`src/rtl/handshake_rr_arbiter.sv`:
```
// Round-robin arbiter that shares one start/acknowledge resource between
// NUM_REQ requesters, with a bounded wait for the acknowledge.
module handshake_rr_arbiter #(
  parameter int NUM_REQ   = 4,
  parameter int TIMEOUT   = 8,
  parameter int CNT_WIDTH = 4
) (
  input  logic               clk,
  input  logic               rst,
  input  logic [NUM_REQ-1:0] req,
  output logic [NUM_REQ-1:0] grant,
  output logic               res_start,
  input  logic               res_ack,
  output logic [NUM_REQ-1:0] done,
  output logic               busy,
  output logic               timeout_err
);

  localparam int IDX_W = $clog2(NUM_REQ);
  localparam logic [CNT_WIDTH-1:0] CNT_LAST = CNT_WIDTH'(TIMEOUT - 1);

  typedef enum logic [1:0] {IDLE, ISSUE, WAIT, RELEASE} state_t;

  state_t               state;
  logic [IDX_W-1:0]     pointer;
  logic [IDX_W-1:0]     grant_idx;
  logic [IDX_W-1:0]     sel_idx;
  logic [IDX_W-1:0]     cand;
  logic                 sel_valid;
  logic [CNT_WIDTH-1:0] counter;

  // First requester at or above the pointer, wrapping around.
  always_comb begin
    sel_valid = 1'b0;
    sel_idx   = '0;
    cand      = '0;
    for (int i = 0; i < NUM_REQ; i++) begin
      cand = IDX_W'((int'(pointer) + i) % NUM_REQ);
      if (!sel_valid && req[cand]) begin
        sel_valid = 1'b1;
        sel_idx   = cand;
      end
    end
  end

  always_ff @(posedge clk) begin
    if (rst) begin
      state       <= IDLE;
      grant       <= '0;
      grant_idx   <= '0;
      pointer     <= '0;
      counter     <= '0;
      timeout_err <= 1'b0;
    end else begin
      case (state)
        IDLE: begin
          if (sel_valid) begin
            grant     <= NUM_REQ'(1) << sel_idx;
            grant_idx <= sel_idx;
            state     <= ISSUE;
          end
        end
        ISSUE: begin
          counter <= '0;
          state   <= WAIT;
        end
        WAIT: begin
          // An acknowledge on the last allowed cycle still counts as success.
          if (res_ack) begin
            grant <= '0;
            state <= RELEASE;
          end else if (counter == CNT_LAST) begin
            timeout_err <= 1'b1;
            grant       <= '0;
            state       <= RELEASE;
          end else begin
            counter <= counter + 1'b1;
          end
        end
        RELEASE: begin
          pointer <= (grant_idx == IDX_W'(NUM_REQ - 1)) ? '0 : grant_idx + 1'b1;
          state   <= IDLE;
        end
        default: state <= IDLE;
      endcase
    end
  end

  assign res_start = (state == ISSUE);
  assign busy      = (state != IDLE);
  assign done      = (state == WAIT && res_ack) ? grant : '0;

  a_grant_onehot0: assert property (@(posedge clk) disable iff (rst) $onehot0(grant));
  a_start_single:  assert property (@(posedge clk) disable iff (rst) res_start |=> !res_start);
  a_done_granted:  assert property (@(posedge clk) disable iff (rst) (done & ~grant) == '0);
  a_start_grant:   assert property (@(posedge clk) disable iff (rst) res_start |-> grant != '0);

endmodule

```
`config.mk`:
```
export PLATFORM = sky130hd
export DESIGN_NAME = handshake_rr_arbiter
export DESIGN_NICKNAME = d
export VERILOG_FILES = /design/src/rtl/handshake_rr_arbiter.sv
export SDC_FILE = /design/constraint.sdc
export NUM_CORES = 1
export LEC_CHECK = 0
export CORE_ASPECT_RATIO = 1.25
export CORE_MARGIN = 1.5
export CORE_UTILIZATION = 40
export DETAILED_ROUTE_END_ITERATION = 8
export GPL_TIMING_DRIVEN = 0
export SKIP_CTS_REPAIR_TIMING = 1
export SLEW_MARGIN = 40
export SYNTH_ARGS = -nofsm -noshare
export SYNTH_HDL_FRONTEND = slang
export SYNTH_SLANG_ARGS = --single-unit
```
`constraint.sdc`:
```
create_clock -name clk -period 2.2 [get_ports clk]
set_input_delay 0.44 -clock clk [delete_from_list [all_inputs] [get_ports clk]]
set_output_delay 0.44 -clock clk [all_outputs]
set_load 0.01 [all_outputs]
```
== Word level (Yosys, flattened, before mapping) ==
Index checks and enable logic that the tools add are counted.

* Word-level logic and storage cells: 71
* Register bits after elaboration: 15
* Output and inout bits: 11

* Magnitude comparators: 4
* Multiplexer cells: 29
* Bitwise gates (word level): 1
* Eq/ne operators: 9
* Shifts and indexed selects: 1
* Reduce and logical (&&, ||, !) cells: 16
* Add/subtract/negate cells: 5

{| class="wikitable"
|+ Operators with widths
! cell !! count
|-
| $mux 4 || 6
|-
| $mux 2 || 8
|-
| $pmux 4 s2 || 2
|-
| $lt 2x3->1 const B || 4
|-
| $reduce_and 3->1 || 3
|-
| $bmux 1 s2 || 4
|-
| $mux 1 || 8
|-
| $pmux 2 s4 || 1
|-
| $eq 2x2->1 const B || 3
|-
| $ne 2x2->1 const B || 3
|-
| $reduce_bool 2->1 || 3
|-
| $add 2x1->2 const B || 2
|-
| $add 2x2->2 const B || 2
|-
| $add 4x1->4 const B || 1
|-
| $eq 4x3->1 const B || 1
|-
| $logic_and 1x1->1 || 4
|-
| $reduce_and 2->1 || 2
|-
| $shl 1x2->4 const A || 1
|-
| $logic_not 1->1 || 3
|-
| $ne 3x3->1 const B || 1
|-
| $eq 2x1->1 const B || 1
|-
| $logic_not 2->1 || 1
|-
| $not 1->1 || 1
|}

== Depth between registers and ports, before layout ==
* Depth after elaboration: 15
* Depth in mapped cells: 6
* Gate-level depth less buffers: 6

== Least setup slack after synthesis ==
Ideal clock, no wire load.

* Kind: reg-to-reg
* From: register state[0]
* To: register grant[0]
* Path buffers: 0
* Arrival time: 1.413 ns
* Path slack: 0.670 ns
* Period minus slack after synthesis: 1.530 ns
* Stages on the path, launching flop included: 7
* Cells stage by stage: dfxtp_1 > inv_1 > ha_1 > nor2b_1 > a22oi_1 > a21oi_2 > a32o_1

* Longest elaborated chain between the ends: 3

{| class="wikitable"
|+ Ends and longest elaborated chain
! element !! line !! source
|-
| from (decl) || 24 || <nowiki>state_t state;</nowiki>
|-
| from (signal assigned) || 48 || <nowiki>state <= IDLE;</nowiki>
|-
| from (signal assigned) || 60 || <nowiki>state <= ISSUE;</nowiki>
|-
| from (signal assigned) || 65 || <nowiki>state <= WAIT;</nowiki>
|-
| $eq 2x2->1 / $logic_not 2->1 (equally long branches) || 55 || <nowiki>case (state)</nowiki>
|-
| $ne 3x3->1 (no source line), or another cell as far along || - ||
|-
| $reduce_and 3->1 (no source line) || - ||
|-
| to (signal assigned) || 58 || <nowiki>grant <= NUM_REQ'(1) << sel_idx;</nowiki>
|-
| to (decl) || 11 || <nowiki>output logic [NUM_REQ-1:0] grant,</nowiki>
|}

Several ways; a longest one is shown, not always the timed one.
A chain may end at the register's enable or synchronous reset.

== Worst setup path in the final report ==
* From: register state[1]
* To: output busy

* Longest elaborated chain between the ends: 1

{| class="wikitable"
|+ Ends and longest elaborated chain
! element !! line !! source
|-
| $reduce_bool 2->1 || 90 || <nowiki>assign busy = (state != IDLE);</nowiki>
|-
| to (decl) || 15 || <nowiki>output logic busy,</nowiki>
|}

No other way between the ends.

==> reports/metrics.cfg <==
[detailed_routing]
drt_iter0_markers=6
vias=786
viasPerCell=5.74
firstDrtPassIters=4
wl_um=1920
wl_per_cell_um=14.0
ant_nets=0
drcViolationCount=0

[floorplan]
core-area_um2=2030
ios=18
floorplan.initialDensity=0.435
rows=18
die-area_um2=2490
fp.dieW_um=45.0
die_h_um=55.5

[clock_tree]
clockBufferDepth=2
cts.sinks=15
clockRootBuffer=clkbuf_4
cts_inserted_buffers=3
clock_latency_ns=0.29
cts.clk_slew.worst_paths_ns=0.10
htreeDepth=1
tritoncts=yes

[job]
drv_cap=0

[pwr]
seqPwrFrac=0.384
ir_drop_mv=0.535
combPwrFrac=0.445
powerDensity_nw_per_um2=846
clockPowerShare=0.171
p_int_mw=0.587
swShare=0.375
finalPower_mw=0.939
p_leak_nw=0.491
power_switching_mw=0.353

[synthesis]
synth-async-reset-ratio=0
synth_xor_xnor_area_share=0
synth_seq_area_share=0.341
syn_nets=111
netlist_area_um2=881
synthMuxAreaShare=0.0455
yosys_warnings=0
synthCells=97
synth.distinct_cells=35
synthSimpleGateAreaFrac=0.268
synth-compound-area-share=0.205
synth_edf_count=0
synth_fa_ha_area_frac=0.0994
synth_top_family_by_area=simple AND/OR/NAND/NOR gates
ys_ff_latch=15
synth_ff_type=dfxtp_1
syn_area_per_cell_um2=9.08

[sta]
fin_crit_sh=0.943
relSlewSlack=0.682
rsz0062_at_grt=false
drv_slew=0
finalSetupViolCount=0
period_needed_ns=2.07
fin_skew_ns=0.00780
hold_violations=0
tightest_slew_ns=0.477
fmax_ghz=0.482
fin_setup_tns_ns=0

[critical_path]
path_depth=4
cp_slowest_stage_delay_ns=0.53
critical-path-top-delay-family=buffers and inverters
crit_required_ns=1.76
cp_max_fo=5
arrival_ns=1.63
cp_slowest_cell=clkdlybuf4s50_1
path_buf_inv=3
cp-end-kind=output pin
worstSetupPathType=reg2out
cp_common_cell=inv_1
path_cells=inv_1 -> ha_1 -> inv_1 -> clkdlybuf4s50_1
cp-start-kind=register
rr_worst_depth=5

[finish]
regArea_um2=302
antenna_cells=0
drive_gt1_frac=0.137
layout.nets=132
multi_input_area_um2=547
fillers=195
syn_to_final_growth_pct=26.1
post-route-util=0.548

[placement]
portBuffers=16
gp_congestion=0.703
place_hpwl_um=1540

[outcome]
status=completed

[hold_path]
min_path_type=reg2reg
hold_depth=2

[global_routing]
grt_max_degree=11
first_global_vias=828
grt_pass1_wl_um=3460
globalRouteOverflowTotal=0
track_usage=0.178
antenna_found_initial=0

worst reg2reg max path: stages, from the launching register on:
cell and delay, ns:
dfxtp_1 0.39, inv_1 0.09, ha_1 0.40, nand2_1 0.11
or4b_1 0.48, a31oi_1 0.17
logic make-up after synthesis:
| family | Yosys count |
|---|---|
| flip-flops | 15 |
| AND/OR/NAND/NOR | 38 |
| multiplexers | 4 |
| adder cells (fa/ha/maj) | 7 |
| AO/OA/AOI/OAI | 24 |
| buffers and inverters | 9 |
power by group through the flow:
stage               registers (mW)  clock network, mW  logic (mW)
floorplan                    0.360                  0       0.263
global placement             0.361                  0       0.412
detailed placement           0.364                  0       0.414
CTS                          0.357              0.163       0.417
global route                 0.368              0.175       0.467
finish                       0.361              0.161       0.418
layout make-up:
cell class / count / share of cell area
well taps: 20 / 0.0225
plain buffers: 4 / 0.0191
flip-flops and latches: 15 / 0.271
clock buffers: 3 / 0.0203
clock inverters: 1 / 0.00450
repair buffers: 16 / 0.153
multi-input cells: 73 / 0.492
inverters: 5 / 0.0169
Yosys cell counts, types with 2 or more instances:
library cell | number | area (µm²)
o211ai_1 | 2 | 15.0
a21oi_1 | 5 | 25.0
and3_1 | 4 | 25.0
nor3_1 | 3 | 15.0
clkbuf_1 | 2 | 7.51
ha_1 | 7 | 87.6
dfxtp_1 | 15 | 300
nor2_1 | 9 | 33.8
inv_1 | 5 | 18.8
or4_1 | 2 | 15.0
nand4_1 | 2 | 12.5
nand2_1 | 4 | 15.0
a31oi_1 | 4 | 25.0
mux2i_1 | 4 | 40.0
nand3b_1 | 2 | 15.0
a211oi_1 | 2 | 15.0
a32o_1 | 4 | 40.0
nand2b_1 | 4 | 25.0
state kept, by name (all words and copies together) (netlist names):
register and cells:
grant 4, timeout_err 1, counter 4, pointer 2, state 2, grant_idx 2
layer usage:
layer / GRT usage / part of all wire
met3: 0.0261 / 0.030
met5: 0 / 0
met2: 0.316 / 0.54
met4: 0.0882 / 0.030
met1: 0.194 / 0.40
metrics by stage:
stage	hold WS, ns	std cells	worst slack, ns	instance area, µm²
3_3_place_gp	0.452	133	0.0403	1070
6_report	0.465	137	0.125	1110
5_1_grt	0.508	137	0.0161	1110
3_5_place_dp	0.453	133	0.0229	1070
2_1_floorplan	0.440	97	0.670	881
4_1_cts	0.467	137	-0.310	1090
worst paths after layout:
kind                                                  end                      start  slack [ns]
worst max-delay path                                 busy      state[1]$_SDFFE_PP0P_        0.13
worst min-delay path            grant_idx[1]$_SDFFE_PP0P_  grant_idx[1]$_SDFFE_PP0P_        0.47
worst max register to register    counter[1]$_SDFFE_PP0P_      state[1]$_SDFFE_PP0P_        0.48
worst min register to register  grant_idx[1]$_SDFFE_PP0P_  grant_idx[1]$_SDFFE_PP0P_        0.47
cell usage in the layout, fill, tap and decap left out, types with 2 or more instances in the layout:
cell	instances
nand4_1	2
or4_1	2
a32o_1	4
clkdlybuf4s50_1	12
dlymetal6s2s_1	4
nand3b_1	2
o211ai_1	2
clkbuf_4	3
a21oi_1	5
a211oi_1	2
nor2_1	9
nand2_1	4
and3_1	4
dfxtp_1	14
inv_1	4
ha_1	6
mux2i_1	4
a31oi_1	4
nor3_1	3
nand2b_1	4
No activity file was read; power rests on OpenSTA's default activity.
